$ cat config.mk
export PLATFORM = sky130hd
export DESIGN_NAME = axi_read_router
export DESIGN_NICKNAME = d
export VERILOG_FILES = /design/src/rtl/axi_read_router.sv
export SDC_FILE = /design/constraint.sdc
export NUM_CORES = 1
export LEC_CHECK = 0
export BUFFER_PORTS_ARGS = -buffer_cell sky130_fd_sc_hd__buf_2
export CORE_UTILIZATION = 41
export CTS_BUF_LIST = sky130_fd_sc_hd__clkbuf_2 sky130_fd_sc_hd__clkbuf_4 sky130_fd_sc_hd__clkbuf_8
export DETAILED_ROUTE_END_ITERATION = 6
export GPL_ROUTABILITY_DRIVEN = 0
export GPL_TIMING_DRIVEN = 0
export PLACE_DENSITY = 0.9
export SYNTH_ARGS = -nofsm -noshare
export SYNTH_HDL_FRONTEND = slang
export SYNTH_SLANG_ARGS = --single-unit
$ cat constraint.sdc
create_clock -name clk -period 2.6 [get_ports clk]
set_clock_uncertainty 0.1 [all_clocks]
set_input_delay 0.26 -clock clk [delete_from_list [all_inputs] [get_ports clk]]
set_output_delay 0.26 -clock clk [all_outputs]
set_load 0.005 [all_outputs]
$ cat src/rtl/axi_read_router.sv
// AXI read-channel router: round-robin AR arbitration between two masters,
// registered Mux_2 steering pointers, and internal DECERR bursts.
module axi_read_router #(
    parameter int ADDR_W           = 32,
    parameter int LEN_W            = 4,
    parameter int AXI_POINTER_BITS = 1
) (
    input  logic                        clk,
    input  logic                        rst,
    input  logic                        arvalid_m0,
    input  logic                        arvalid_m1,
    input  logic [ADDR_W-1:0]           araddr_m0,
    input  logic [ADDR_W-1:0]           araddr_m1,
    input  logic [LEN_W-1:0]            arlen_m0,
    input  logic [LEN_W-1:0]            arlen_m1,
    input  logic                        arready_s,
    input  logic                        rvalid_s,
    input  logic                        rlast_s,
    input  logic                        rready_m,
    output logic [AXI_POINTER_BITS-1:0] m_ptr,
    output logic [AXI_POINTER_BITS-1:0] s_ptr,
    output logic                        ar_en,
    output logic                        r_en,
    output logic                        err_arready,
    output logic                        err_rvalid,
    output logic                        err_rlast,
    output logic [1:0]                  err_rresp
);

    localparam logic [AXI_POINTER_BITS-1:0] SEL0 = '0;
    localparam logic [AXI_POINTER_BITS-1:0] SEL1 = AXI_POINTER_BITS'(1);

    typedef enum logic [2:0] {
        S_IDLE,
        S_ADDR,
        S_DATA,
        S_ERR_A,
        S_ERR_R
    } state_t;

    state_t                      state_q, state_d;
    logic [AXI_POINTER_BITS-1:0] m_ptr_q, m_ptr_d;
    logic [AXI_POINTER_BITS-1:0] s_ptr_q, s_ptr_d;
    logic [LEN_W-1:0]            len_q, len_d;
    logic [LEN_W-1:0]            beat_q, beat_d;
    logic                        last_m1_q, last_m1_d;

    logic                        grant_m1;
    logic [ADDR_W-1:0]           g_addr;
    logic [LEN_W-1:0]            g_len;
    logic                        mapped;
    logic                        unused_addr_bits;

    // M1 wins when alone, or on a tie when M0 was served last.
    assign grant_m1 = arvalid_m1 & (~arvalid_m0 | ~last_m1_q);
    assign g_addr   = grant_m1 ? araddr_m1 : araddr_m0;
    assign g_len    = grant_m1 ? arlen_m1 : arlen_m0;
    assign mapped   = (g_addr[ADDR_W-1:17] == '0);

    assign unused_addr_bits = ^g_addr[15:0];

    always_ff @(posedge clk) begin
        if (rst) begin
            state_q   <= S_IDLE;
            m_ptr_q   <= SEL0;
            s_ptr_q   <= SEL0;
            len_q     <= '0;
            beat_q    <= '0;
            last_m1_q <= 1'b1;
        end else begin
            state_q   <= state_d;
            m_ptr_q   <= m_ptr_d;
            s_ptr_q   <= s_ptr_d;
            len_q     <= len_d;
            beat_q    <= beat_d;
            last_m1_q <= last_m1_d;
        end
    end

    always_comb begin
        state_d   = state_q;
        m_ptr_d   = m_ptr_q;
        s_ptr_d   = s_ptr_q;
        len_d     = len_q;
        beat_d    = beat_q;
        last_m1_d = last_m1_q;
        unique case (state_q)
            S_IDLE: begin
                if (arvalid_m0 | arvalid_m1) begin
                    m_ptr_d = grant_m1 ? SEL1 : SEL0;
                    s_ptr_d = g_addr[16] ? SEL1 : SEL0;
                    len_d   = g_len;
                    beat_d  = '0;
                    state_d = mapped ? S_ADDR : S_ERR_A;
                end
            end
            S_ADDR: begin
                if (arready_s) begin
                    state_d = S_DATA;
                end
            end
            S_DATA: begin
                if (rvalid_s & rready_m) begin
                    beat_d = beat_q + LEN_W'(1);
                    if (rlast_s) begin
                        state_d   = S_IDLE;
                        last_m1_d = (m_ptr_q == SEL1);
                    end
                end
            end
            S_ERR_A: begin
                state_d = S_ERR_R;
            end
            S_ERR_R: begin
                if (rready_m) begin
                    if (beat_q == len_q) begin
                        state_d   = S_IDLE;
                        last_m1_d = (m_ptr_q == SEL1);
                    end else begin
                        beat_d = beat_q + LEN_W'(1);
                    end
                end
            end
            default: begin
                state_d = S_IDLE;
            end
        endcase
    end

    assign m_ptr       = m_ptr_q;
    assign s_ptr       = s_ptr_q;
    assign ar_en       = (state_q == S_ADDR);
    assign r_en        = (state_q == S_DATA);
    assign err_arready = (state_q == S_ERR_A);
    assign err_rvalid  = (state_q == S_ERR_R);
    assign err_rlast   = (state_q == S_ERR_R) && (beat_q == len_q);
    assign err_rresp   = err_rvalid ? 2'b11 : 2'b00;

endmodule

* Word-level counts from Yosys, hierarchy flattened *
Index checks and enable logic that the tools add are counted.

word-level totals
  register bits after elaboration = 14
  latch bits = 0
  RAM bits = 0
  memory bits (read-only) = 0
  input bits = 80
  output and inout port bits = 9
  logic and storage cells = 57
  memories kept = 0

cells by class
  add/sub/neg operators = 1
  multiply operators = 0
  divide/modulo/power cells = 0
  order comparisons = 0
  eq/ne operators = 12
  shifts and indexed selects = 0
  mux-type cells = 23
  bitwise operators = 6
  reduce and logical (&&, ||, !) cells = 9

operators by type and width
  cell                   number
  $mux W32               1
  $mux W4                5
  $mux W3                6
  $logic_not A15 Y1      1
  $pmux W3 S5            1
  $pmux W4 S3            1
  $ne A2 B2 Y1 const B   5
  $reduce_and A5 Y1      2
  $eq A3 B2 Y1 const B   2
  $mux W1                6
  $reduce_and A6 Y1      1
  $add A4 B1 Y4 const B  1
  $eq A4 B4 Y1           1
  $mux W2                2
  $ne A2 B1 Y1 const B   2
  $eq A3 B1 Y1 const B   1
  $eq A3 B3 Y1 const B   1
  $logic_not A3 Y1       1
  $reduce_bool A3 Y1     1
  $and A1 B1 Y1          2
  $not A1 Y1             2
  $or A1 B1 Y1           2
  $pmux W1 S2            1
  $reduce_and A2 Y1      1
  other kinds (2)        2

* Longest topological paths before layout *
  depth in word-level cells = 8
  depth in mapped cells = 6
  depth with buffers taken out = 5

* Worst setup path before layout *
OpenSTA, ideal clock, no wires.

  path kind = flip-flop to flip-flop
  from = register beat_q[0]
  to = register beat_q[3]
  setup time = 0.121 ns
  arrival time = 1.403 ns
  required time = 2.379 ns
  path slack = 0.975 ns
  stages on the path, launching flop included = 6
  buffers on the path = 0
  clock period less this slack = 1.625 ns
  path through = dfxtp_1 xnor2_1 nand4_1 o211a_4 nand4_2 mux2_4

on the way
  word-level cells in the longest chain between the ends = 4
  elaborated cells on any way between the ends = 8
  those cells by class = 1 x add/sub; 2 x eq/ne; 4 x mux; 1 x reduce/logical

ends and longest elaborated chain
  item                    RTL line  source
  start, declared         45        logic [LEN_W-1:0] beat_q, beat_d;
  start signal, assigned  75        beat_q <= beat_d;
  $add A4 B1 Y4           104, 120
  $mux W4                 116       if (beat_q == len_q) begin
  $mux W4                 115       if (rready_m) begin
  $pmux W4 S3             87        unique case (state_q)

Several ways; a longest one is shown, not always the timed one. The select of a mux whose other input is x is not followed.
A chain may end at the register's enable or synchronous reset.

* Final worst setup path *
  from = register beat_q[0]
  to = output port err_rlast

on the way
  word-level cells in the longest chain between the ends = 2

ends and longest elaborated chain
  item                 RTL line  source
  $eq A4 B4 Y1         136       assign err_rlast = (state_q == S_ERR_R) && (beat_q == len_q);
  $logic_and A1 B1 Y1  136
  end, declared        26        output logic err_rlast,

No other way between the ends.

==> impl_summary.txt <==
----------------------------------------------------
[Die]
  Area inside the core boundary ... 2210 µm²
  Full die area ... 2520 µm²
  Die span in x ... 50.2 µm
  Number of ports placed on the die boundary ... 89
  Die Y ... 50.2 µm
  Site Rows ... 17
  Initial Utilization ... 0.431

[Synth]
  Post-synth top area share ... 0.294
  Netlist area before placement ... 953 µm²
  Leading post-synthesis cells by cell area ... dfxtp_1, mux2i_1, nor4_1
  Net count after synthesis ... 182
  Netlist cell types ... 43
  Leading cell types by count after synthesis ... dfxtp_1, nor2_1, nor4_1, mux2i_1
  Synth warnings ... 0
  Dominant cell by count in the synthesized netlist ... dfxtp_1
  Most area-hungry cell type in the Yosys netlist ... dfxtp_1
  Number of enable-type register cells in the synthesized netlist ... 0
  Fraction of registers with async set/reset ... 0
  Number of flip-flops and latches in the synthesized netlist ... 14
  Number of standard cells after synthesis ... 101
  Most used DFF post-synth ... dfxtp_1
  Post-synthesis area per instance ... 9.44 µm²
  Post-synthesis sequential area ratio ... 0.294

[Critical path]
  Register-to-Register Path Depth ... 5
  Cell breakdown of the critical path ... xnor2_1 > nand4_1 > nor4_1 > buf_2
  End of the critical path ... err_rlast
  Largest stage delay on the critical path ... 430 ps
  WP data arrival ... 1540 ps
  R2r setup slk ... 830 ps
  Start point of the critical path ... beat_q[0]
  Reg-to-reg critical path startpoint ... beat_q[0]
  Startpoint-to-endpoint class of the critical path ... reg -> out
  Data required time of the critical path ... 2240 ps
  Largest driver fanout on the critical path ... 6
  Slowest cell on the critical path ... dfxtp_1
  Reg2reg end ... beat_q[3]
  Kind of launch point of the worst setup path ... flop
  CP endpoint kind ... output pin

[Timing]
  Worst-margin pin slew ... 517 ps
  Crit share post-route ... 0.731
  Minimum clock period ... 1900 ps
  Final setup fails ... 0
  Setup repair after global routing missed its margin ... no
  Number of pins with negative max-slew slack in the final report ... 0
  Setup TNS ... 0 ps
  Maximum frequency from static timing analysis ... 526 MHz
  Worst-case headroom to the max-slew limit ... 0.653
  Hold Violations, Final ... 0

[Cells and area]
  Share of final-layout standard cells stronger than drive strength 1 ... 0.475
  Core Util, Final ... 0.584
  Area growth from synthesis to layout ... 35.4%
  Number of diodes added for antenna fixing ... 0
  Non-filler cells, final ... 188
  Final Cell Area ... 1290 µm²
  Count of nets after finishing ... 243

[Detailed routing]
  Post-detailed-route DRC marker count ... 0
  Violation count after the first detailed-routing iteration ... 12
  Post-detailed-route via-to-cell ratio ... 5.39
  WL final ... 2.52 mm
  Via total after detailed routing ... 1013
  DR WL/cell ... 13.4 µm
  Number of nets with antenna violations after detailed routing ... 0
  First-pass iteration count of the detailed router ... 4

[Flow run]
  Number of max-capacitance violations reported ... 0

[Placed design]
  DP Area ... 1270 µm²
  Number of buffers added on ports ... 56
  Half-perimeter wire length after placement ... 2.04 mm
  Cells after DPL ... 185

[Global route]
  Final global-route overflow total ... 0
  Wire length of the first global-routing pass ... 4.26 mm
  Vias in the first global route ... 1091
  Overall routing resource usage ... 0.222
  Initial antenna violation count ... 0
  Maximum number of pins on one net before global-route repair ... 11

[Power and ir drop]
  Peak supply drop ... 496 µV
  Overall power of the completed layout ... 1.08 mW
  Cell area power density ... 835 nW/µm²
  Pleak ... 0.571 nW

[Clocking]
  Number of gates resized after cts ... 0
  Post-CTS setup-driven buffer insertion count ... 0
  Clock transition time at the flip-flop clock pins of the worst setup and hold paths ... 80 ps
  Worst-skew pair later-pin latency ... 280 ps
  Root Buffer Master ... clkbuf_4
  Number of CTS-inserted buffers ... 3
  CTS sink count ... 14
  H-tree depth ... 1
  Clock tree from TritonCTS ... yes
  Bufs on Longest Clock Path ... 2
  Number of hold buffers added after CTS ... 0

[Run status]
  Status ... complete, no violations

[Min path]
  Worst min-delay path category ... in -> reg

----------------------------------------------------
## critical path: cells and delay by family, from the launching register on
| kind | cells | cell delay (ps) |
|---|---|---|
| simple gates | 2 | 520 |
| flops | 1 | 430 |
| xor+xnor | 1 | 150 |
| buf+inv | 1 | 160 |
## flip-flops by register name (all words and copies together), names as in the netlist
name,flops
m_ptr,1
beat_q,4
s_ptr,1
state_q,3
len_q,4
last_m1_q,1
## report_power, final
group          leakage [nW]  internal, mW  total, mW  switching, mW
sequential            0.115         0.281      0.355         0.0748
combinational         0.442         0.281      0.601          0.320
clock                0.0138        0.0538      0.122         0.0685
total                 0.571         0.616       1.08          0.463
## cells in the final DEF (no fill, tap or decap), types with 2 or more instances in the layout
cell type   n
a211oi_1    4
a211oi_2    2
a21oi_1     5
buf_2      57
buf_4       3
buf_6       2
clkbuf_4    3
dfxtp_1    14
inv_1       2
mux2i_1     6
nand2_1     3
nand3_1     2
nand4_1     3
nor2_1     10
nor3_1      5
nor4_1      7
xnor2_1     5
## through the flow
step / hold slack, ps / setup slack, ps
global route: 166 / 542
CTS: 147 / 658
finish: 160 / 699
global placement: 377 / 865
floorplan: 240 / 975
detailed placement: 391 / 830
## worst min path at each step
stage	startpoint	end	slack, ps	cells after the start
6_report	rst	state_q[1]	160	2
5_1_grt	rst	state_q[1]	170	2
4_1_cts	rst	state_q[1]	150	2
3_5_place_dp	m_ptr	m_ptr	390	2
3_3_place_gp	m_ptr	m_ptr	380	2
2_1_floorplan	rst	state_q[1]	240	1
## area by class of cell
class,instances,area (µm²)
fillers,205,921
multi-input cells,78,612
flip-flops and latches,14,280
repair buffers,56,280
plain buffers,7,53.8
well taps,28,35.0
clock buffers,3,22.5
inverters,2,7.51
## logic make-up (layout without fill, tap and decap cells)
kind of cell | Yosys count | count (layout) | share of synthesized area
xor gates and xnor gates | 6 | 6 | 0.0551
and+or+nand+nor | 42 | 42 | 0.277
AOI/OAI and AO/OA | 22 | 22 | 0.218
buffers and inverters | 9 | 68 | 0.0643
DFF | 14 | 14 | 0.294
muxes | 7 | 7 | 0.0787
adders and majority gates | 1 | 1 | 0.0131
## layer usage
layer,share of wire,up-vias,track usage
met5,0,-,0
met4,0.014,0,0.0810
met3,0.057,5,0.0424
met2,0.53,42,0.469
met1,0.40,460,0.197
li1,-,506,-
Note: power is estimated with default switching activity, not from simulation.
